**src/rtl/spi_conf_rx_pkg.sv**
```systemverilog
// Shared definitions for the ARM->FPGA SPI configuration receiver.
//   CMD_SET_CONFREG : command nibble that carries a new configuration word
//   CONF_RESET      : configuration after reset (major mode OFF, all else off)
//   MM_*            : major-mode encodings found in conf_word[7:5]
//   state_t         : receiver FSM states
package spi_conf_pkg;

  localparam logic [3:0] CMD_SET_CONFREG = 4'b0001;
  localparam logic [7:0] CONF_RESET      = 8'hE0;

  localparam logic [2:0] MM_READ_TX       = 3'd0;
  localparam logic [2:0] MM_READ_RX_XCORR = 3'd1;
  localparam logic [2:0] MM_SIMULATE      = 3'd2;
  localparam logic [2:0] MM_ISO14443A     = 3'd3;
  localparam logic [2:0] MM_SNIFFER       = 3'd4;
  localparam logic [2:0] MM_OFF           = 3'd7;

  typedef enum logic [1:0] {IDLE, SHIFT, CHECK, PEND} state_t;

endpackage

```
**src/rtl/spi_conf_rx_if.sv**
```systemverilog
// Bus bundle between the ARM SPI master / carrier timing logic and the
// configuration receiver.
//   spck, mosi, ncs : SPI from the ARM (asynchronous to pck0)
//   apply_en        : mode-safe apply strobe
//   conf_word       : active configuration word
//   major_mode      : conf_word[7:5]
//   conf_valid      : one-cycle pulse when conf_word updates
//   cmd_err         : one-cycle pulse on a malformed frame
//   miso            : readback data (only with SPI_CONF_READBACK_EN defined)
interface spi_conf_rx_if #(
  parameter int CONF_W = 8
);
  logic              spck;
  logic              mosi;
  logic              ncs;
  logic              apply_en;
  logic [CONF_W-1:0] conf_word;
  logic [2:0]        major_mode;
  logic              conf_valid;
  logic              cmd_err;
`ifdef SPI_CONF_READBACK_EN
  logic              miso;

  modport master (output spck, mosi, ncs, apply_en,
                  input  conf_word, major_mode, conf_valid, cmd_err, miso);
  modport slave  (input  spck, mosi, ncs, apply_en,
                  output conf_word, major_mode, conf_valid, cmd_err, miso);
`else
  modport master (output spck, mosi, ncs, apply_en,
                  input  conf_word, major_mode, conf_valid, cmd_err);
  modport slave  (input  spck, mosi, ncs, apply_en,
                  output conf_word, major_mode, conf_valid, cmd_err);
`endif
endinterface

```
**src/rtl/spi_conf_rx_sync_edge.sv**
```systemverilog
// Multi-flop synchronizer for one asynchronous input plus edge detection.
// The edges compare the last synchronizer stage against one extra registered
// copy, so rise/fall are single-cycle pulses in the pck0 domain.
//   pck0, rst : clock, asynchronous active-high reset
//   din       : asynchronous input
//   dout      : synchronized level
//   rise/fall : one-cycle edge pulses
// RST_VAL sets the idle level so that reset release produces no edge.
module sync_edge #(
  parameter int   SYNC_STAGES = 2,
  parameter logic RST_VAL     = 1'b0
) (
  input  logic pck0,
  input  logic rst,
  input  logic din,
  output logic dout,
  output logic rise,
  output logic fall
);

  logic [SYNC_STAGES-1:0] sync_q;
  logic                   last_q;

  always_ff @(posedge pck0 or posedge rst) begin
    if (rst) begin
      sync_q <= {SYNC_STAGES{RST_VAL}};
      last_q <= RST_VAL;
    end else begin
      sync_q <= {sync_q[SYNC_STAGES-2:0], din};
      last_q <= sync_q[SYNC_STAGES-1];
    end
  end

  assign dout = sync_q[SYNC_STAGES-1];
  assign rise = sync_q[SYNC_STAGES-1] & ~last_q;
  assign fall = ~sync_q[SYNC_STAGES-1] & last_q;

endmodule

```
**src/rtl/spi_conf_rx.sv**
```systemverilog
// Fully synchronous SPI configuration receiver, clocked only by pck0.
// Oversamples spck/mosi/ncs, assembles WORD_W-bit frames and decodes
// CMD_SET_CONFREG. A decoded word is held pending until apply_en so the
// active configuration never changes mid carrier cycle.
//   pck0, rst : clock, asynchronous active-high reset
//   bus       : spi_conf_rx_if.slave (SPI inputs, apply_en, conf outputs)
// Optional build macro SPI_CONF_READBACK_EN adds bus.miso: on each frame
// start a readback register loads {CMD_SET_CONFREG, 0000, conf_word} and
// shifts out MSB-first on every spck falling edge.
module spi_conf_rx
  import spi_conf_pkg::*;
#(
  parameter int WORD_W      = 16,
  parameter int CONF_W      = 8,
  parameter int SYNC_STAGES = 2
) (
  input logic          pck0,
  input logic          rst,
  spi_conf_rx_if.slave bus
);

  localparam logic [4:0] CNT_FULL = 5'(WORD_W);
  localparam logic [4:0] CNT_MAX  = 5'(WORD_W + 1);

  logic spck_s, spck_rise, spck_fall;
  logic ncs_s, ncs_rise, ncs_fall;
  logic mosi_s, mosi_rise, mosi_fall;

  sync_edge #(.SYNC_STAGES(SYNC_STAGES), .RST_VAL(1'b0)) u_spck (
    .pck0(pck0), .rst(rst), .din(bus.spck),
    .dout(spck_s), .rise(spck_rise), .fall(spck_fall)
  );

  sync_edge #(.SYNC_STAGES(SYNC_STAGES), .RST_VAL(1'b1)) u_ncs (
    .pck0(pck0), .rst(rst), .din(bus.ncs),
    .dout(ncs_s), .rise(ncs_rise), .fall(ncs_fall)
  );

  sync_edge #(.SYNC_STAGES(SYNC_STAGES), .RST_VAL(1'b0)) u_mosi (
    .pck0(pck0), .rst(rst), .din(bus.mosi),
    .dout(mosi_s), .rise(mosi_rise), .fall(mosi_fall)
  );

  state_t            state;
  logic [WORD_W-1:0] shift_reg;
  logic [4:0]        bit_cnt;
  logic              pending;
  logic [CONF_W-1:0] pending_word;
  logic              nf_hold;
  logic [CONF_W-1:0] conf_word;
  logic              conf_valid;
  logic              cmd_err;

  // A frame start seen while busy is remembered until IDLE/PEND takes it.
  logic frame_start;
  logic apply_now;
  logic keep_pend;

  assign frame_start = ncs_fall | nf_hold;
  assign apply_now   = pending & bus.apply_en;
  // Pending survives this cycle only if it is not being applied right now.
  assign keep_pend   = pending & ~bus.apply_en;

  always_ff @(posedge pck0 or posedge rst) begin
    if (rst) begin
      state        <= IDLE;
      shift_reg    <= '0;
      bit_cnt      <= '0;
      pending      <= 1'b0;
      pending_word <= '0;
      nf_hold      <= 1'b0;
      conf_word    <= CONF_W'(CONF_RESET);
      conf_valid   <= 1'b0;
      cmd_err      <= 1'b0;
    end else begin
      conf_valid <= 1'b0;
      cmd_err    <= 1'b0;
      nf_hold    <= frame_start & (state != IDLE) & (state != PEND);

      // Apply is independent of the FSM state; a load in CHECK below
      // overrides the pending clear so a new word is never lost.
      if (apply_now) begin
        conf_word  <= pending_word;
        pending    <= 1'b0;
        conf_valid <= 1'b1;
      end

      case (state)
        IDLE: begin
          if (frame_start) begin
            state   <= SHIFT;
            bit_cnt <= '0;
          end
        end
        SHIFT: begin
          if (spck_rise) begin
            shift_reg <= {shift_reg[WORD_W-2:0], mosi_s};
            if (bit_cnt != CNT_MAX) bit_cnt <= bit_cnt + 5'd1;
          end
          if (ncs_rise) state <= CHECK;
        end
        CHECK: begin
          if (bit_cnt != CNT_FULL) begin
            cmd_err <= 1'b1;
            state   <= keep_pend ? PEND : IDLE;
          end else if (shift_reg[WORD_W-1 -: 4] == CMD_SET_CONFREG) begin
            pending_word <= shift_reg[CONF_W-1:0];
            pending      <= 1'b1;
            state        <= PEND;
          end else begin
            state <= keep_pend ? PEND : IDLE;
          end
        end
        PEND: begin
          if (frame_start) begin
            state   <= SHIFT;
            bit_cnt <= '0;
          end else if (!pending || bus.apply_en) begin
            state <= IDLE;
          end
        end
        default: state <= IDLE;
      endcase
    end
  end

  assign bus.conf_word  = conf_word;
  assign bus.major_mode = conf_word[CONF_W-1 -: 3];
  assign bus.conf_valid = conf_valid;
  assign bus.cmd_err    = cmd_err;

`ifdef SPI_CONF_READBACK_EN
  logic [WORD_W-1:0] rb_reg;

  always_ff @(posedge pck0 or posedge rst) begin
    if (rst) begin
      rb_reg <= '0;
    end else if (ncs_fall) begin
      rb_reg <= {CMD_SET_CONFREG, {(WORD_W-4-CONF_W){1'b0}}, conf_word};
    end else if (spck_fall) begin
      rb_reg <= {rb_reg[WORD_W-2:0], 1'b0};
    end
  end

  assign bus.miso = rb_reg[WORD_W-1] & ~ncs_s;

  logic unused_sig;
  assign unused_sig = &{1'b0, spck_s, mosi_rise, mosi_fall};
`else
  logic unused_sig;
  assign unused_sig = &{1'b0, spck_s, spck_fall, ncs_s, mosi_rise, mosi_fall};
`endif

endmodule

```
**src/flat_wrapper.sv**
```systemverilog
// flat-port wrapper written by rule: the top's interface ports become plain ports
module spi_conf_rx_flat import spi_conf_pkg::*;
#(
  parameter int WORD_W      = 16,
  parameter int CONF_W      = 8,
  parameter int SYNC_STAGES = 2
)
  (pck0, rst, bus_spck, bus_mosi, bus_ncs, bus_apply_en, bus_conf_word, bus_major_mode, bus_conf_valid, bus_cmd_err);
  spi_conf_rx_if #(.CONF_W(CONF_W)) bus_i ();
  input logic pck0;
  input logic rst;
  input wire logic [$bits(bus_i.spck)-1:0] bus_spck;
  input wire logic [$bits(bus_i.mosi)-1:0] bus_mosi;
  input wire logic [$bits(bus_i.ncs)-1:0] bus_ncs;
  input wire logic [$bits(bus_i.apply_en)-1:0] bus_apply_en;
  output wire logic [$bits(bus_i.conf_word)-1:0] bus_conf_word;
  output wire logic [$bits(bus_i.major_mode)-1:0] bus_major_mode;
  output wire logic [$bits(bus_i.conf_valid)-1:0] bus_conf_valid;
  output wire logic [$bits(bus_i.cmd_err)-1:0] bus_cmd_err;
  assign bus_i.spck = bus_spck;
  assign bus_i.mosi = bus_mosi;
  assign bus_i.ncs = bus_ncs;
  assign bus_i.apply_en = bus_apply_en;
  assign bus_conf_word = bus_i.conf_word;
  assign bus_major_mode = bus_i.major_mode;
  assign bus_conf_valid = bus_i.conf_valid;
  assign bus_cmd_err = bus_i.cmd_err;
  spi_conf_rx #(.WORD_W(WORD_W), .CONF_W(CONF_W), .SYNC_STAGES(SYNC_STAGES)) u_core (.pck0(pck0), .rst(rst), .bus(bus_i));
endmodule
```
**config.mk**
```make
export PLATFORM = sky130hd
export DESIGN_NAME = spi_conf_rx_flat
export DESIGN_NICKNAME = d
export VERILOG_FILES = /design/src/rtl/spi_conf_rx_pkg.sv /design/src/rtl/spi_conf_rx_if.sv /design/src/rtl/spi_conf_rx_sync_edge.sv /design/src/rtl/spi_conf_rx.sv /design/src/flat_wrapper.sv
export SDC_FILE = /design/constraint.sdc
export NUM_CORES = 1
export LEC_CHECK = 0
export CAP_MARGIN = 0
export CORE_UTILIZATION = 25
export CTS_BUF_LIST = sky130_fd_sc_hd__clkbuf_2 sky130_fd_sc_hd__clkbuf_4 sky130_fd_sc_hd__clkbuf_8
export CTS_CLUSTER_SIZE = 28
export DETAILED_ROUTE_END_ITERATION = 8
export GPL_ROUTABILITY_DRIVEN = 0
export PLACE_DENSITY = 0.55
export SLEW_MARGIN = 5
export SYNTH_ARGS = -nofsm -noshare
export SYNTH_HDL_FRONTEND = slang
export SYNTH_SLANG_ARGS = --single-unit
```
**constraint.sdc**
```tcl
create_clock -name pck0 -period 1.6 [get_ports pck0]
set_clock_uncertainty 0.1 [all_clocks]
set_input_delay 0.16 -clock pck0 [delete_from_list [all_inputs] [get_ports pck0]]
set_output_delay 0.16 -clock pck0 [all_outputs]
set_load 0.05 [all_outputs]
```
==> impl_results.md <==
- 1st-pass router iterations: 3
- Post-synth EDFFs: 0
- Largest stage delay, worst path: 390 ps
- GR Util met1: 12.4%
- RSZ-0062 raised after global routing: yes
- Worst setup path class: reg -> reg
- Post-route clock period utilization: 106%
- Reg2reg path depth: 6
- DRC viols: 0
- Initial antenna violation count: 0
- Worst-path fanout max: 5
- Placeable Area: 7890 µm²
- Setup TNS: -730 ps
- Wire per inst: 11.9 µm
- Overall Power: 3.57 mW
- Vias: 1225
- First-pass GRT wire length: 5870 µm
- Max reg flops: 16
- Slew @ Worst Pin: 321 ps
- Post-DRT Antenna Nets: 0
- Power share of the clock group: 26.0%
- Critical Path, Cell by Cell: inv_2 > ha_4 > and4bb_1 > and3_4 > clkbuf_16 > mux2_4
- Comb power frac: 30.6%
- Count of final setup violators: 10
- Distinct cell type count of the synthesized netlist: 30
- Die H: 93.4 µm
- Failing checks: setup timing
- Reg2reg start: u_core.bit_cnt[1]
- Int Pwr: 2.51 mW
- Fill count: 744
- Final instance area: 2900 µm²
- M3 GR Usage: 2.44%
- Synthesized instance count: 145
- Global-route track usage on met2: 12.1%
- Most frequent cells in the layout: 44 x dfrtp_1, 26 x buf_4, 24 x mux2_2
- Initial Utilization: 26.5%
- Status: finished, violations left
- Vias/cell: 4.17
- Port Buffers: 18
- Setup slack, reg-to-reg: -100 ps
- Max Fclk: 0.588 GHz
- Gr ovfl total: 0
- Ys async rst share: 100%
- TritonCTS Buffers: 5
- Syn Nets: 158
- Placed Area: 2600 µm²
- Critical Path End Type: flip-flop
- Pwr dens: 1230 nW/µm²
- Area Overhead vs Synth: 38.9%
- Worst-Skew Late Latency: 290 ps
- Pleak: 1.38 nW
- Gr busiest metal: met1
- Die Wd: 93.4 µm
- Vias in the first global route: 1227
- Peak supply drop: 481 µV
- Most common cell after layout, fill and taps aside: dfrtp_1
- Die area: 8730 µm²
- Fin crit period: 1700 ps
- GR Util All Layers: 8.76%
- Critical path startpoint category: flip-flop
- FF-to-FF End: u_core.pending_word[2]
- Maximum Capacitance Violations: 0
- CP max stage cell: dfrtp_1
- Hold crit path type: in -> async
- Final WS setup: -101 ps
- Critical Path RT: 1690 ps
- Critical path endpoint: u_core.pending_word[2]
- Crit path from: u_core.bit_cnt[1]
- Nets: 204
- Ant. Diodes: 0
- Clock Tree Root: clkbuf_8
- DR iter-0 viols: 45
- Site Rows: 32
- Yosys warns: 0
- Sequential fraction of the synthesis area: 61.4%
- Switch share: 29.7%
- Switch Pwr: 1.06 mW
- CP arrival: 1790 ps
- CTS Buffer Depth: 2
- CP top delay family: simple AND/OR/NAND/NOR gates
- Cell area after synthesis: 2090 µm²
- Final wirelength: 3490 µm
- CTS clk-pin slew, worst paths: 90 ps
- I/O pin count: 19
- Rel. slew slack: 78.4%
- Worst path depth: 6
- Max Transition Viols Final: 0
- Sequential Power Share: 43.4%
- Post-synthesis register bit count: 51
- Ratio of cells with drive above 1 in the final layout: 55.7%
- CTS tree: built
- H-tree lvl count: 2
- Pin count of the biggest net entering global routing: 52
- Syn avg cell area: 14.4 µm²
- HPWL Detailed: 2320 µm
- Post-layout util: 36.8%
- Hold Fails Final Rpt: 0
- Worst Path Buf+Inv: 2
- Clk sink count: 51
- Synth Flop Type: dfrtp_1
-- worst register-to-register path: cells and delay by family, from the launching register on --
kind,cells,cell delay (ps)
fa+ha+maj,1,120
buf+inv,2,230
simple gates,2,450
flops,1,390
mux,1,300
-- power by group through the flow --
stage / clock [mW] / sequential [mW] / combinational, mW
floorplan: 0 / 1.58 / 0.524
global placement: 0 / 1.56 / 0.861
detailed placement: 0 / 1.57 / 0.879
CTS: 0.969 / 1.55 / 1.01
global route: 1.01 / 1.57 / 1.21
finish: 0.929 / 1.55 / 1.09
-- what timing repair did --
action	4_1_cts	5_1_grt
resized for setup	11	17
pin swaps	3	3
hold endpoints to repair	0	0
cloned	0	1
buffers inserted	2	3
endpoints found under the setup margin	19	23
hold buffers	0	0
-- cells by family (layout without fill, tap and decap cells) --
kind of cell / count (synthesis) / after routing / synth area share (%)
AOI/OAI and AO/OA: 19 / 19 / 6.59
and+or+nand+nor: 20 / 20 / 6.71
DFF: 51 / 51 / 61.4
buffers and inverters: 16 / 63 / 3.83
muxes: 32 / 32 / 17.2
adders and majority gates: 7 / 7 / 4.19
-- per-layer routing --
metal  vias to the layer above  wire [µm]
li1                        601          -
met1                       603       1790
met2                        17       1520
met3                         4        117
met4                         0         55
met5                         -          0
-- metrics by stage --
| stage | hold WS, ps | instances | setup WS (ps) |
|---|---|---|---|
| after CTS | 122 | 291 | -118 |
| after detailed placement | 235 | 281 | -120 |
| after floorplan | 64.5 | 145 | 3.88 |
| after global placement | 234 | 281 | -116 |
| final | 98.7 | 294 | -101 |
| after global routing | 140 | 294 | -152 |
-- cells in the mapped netlist, types with 3 or more instances --
| cell | number | area (µm²) |
|---|---|---|
| ha_1 | 7 | 87.6 |
| buf_4 | 3 | 22.5 |
| dfstp_2 | 6 | 158 |
| mux2_2 | 32 | 360 |
| dfrtp_1 | 45 | 1130 |
| nor2_1 | 3 | 11.3 |
| nand3_1 | 3 | 15.0 |
| a31oi_1 | 7 | 43.8 |
| inv_1 | 11 | 41.3 |
| o21ai_0 | 4 | 20.0 |
-- area by class of cell --
cell class | instances | area (µm²) | share of cell area, %
Clock inverter | 2 | 38.8 | 1.34
Timing Repair Buffer | 44 | 484 | 16.7
Sequential cell | 51 | 1280 | 44.3
Clock buffer | 6 | 82.6 | 2.85
Multi-Input combinational cell | 78 | 842 | 29.0
Tap cell | 102 | 128 | 4.40
Inverter | 11 | 41.3 | 1.42
-- worst min-delay path by stage --
| stage | end | startpoint | slack, ps |
|---|---|---|---|
| 2_1_floorplan | u_core.u_ncs.sync_q[0] | bus_ncs | 60 |
| 3_3_place_gp | u_core.u_spck.sync_q[1] | u_core.u_spck.sync_q[0] | 230 |
| 3_5_place_dp | u_core.u_mosi.sync_q[1] | u_core.u_mosi.sync_q[0] | 230 |
| 4_1_cts | u_core.bus.cmd_err | rst | 120 |
| 5_1_grt | u_core.bus.cmd_err | rst | 140 |
| 6_report | u_core.bus.cmd_err | rst | 100 |
Power figures use the tool's default switching activity.
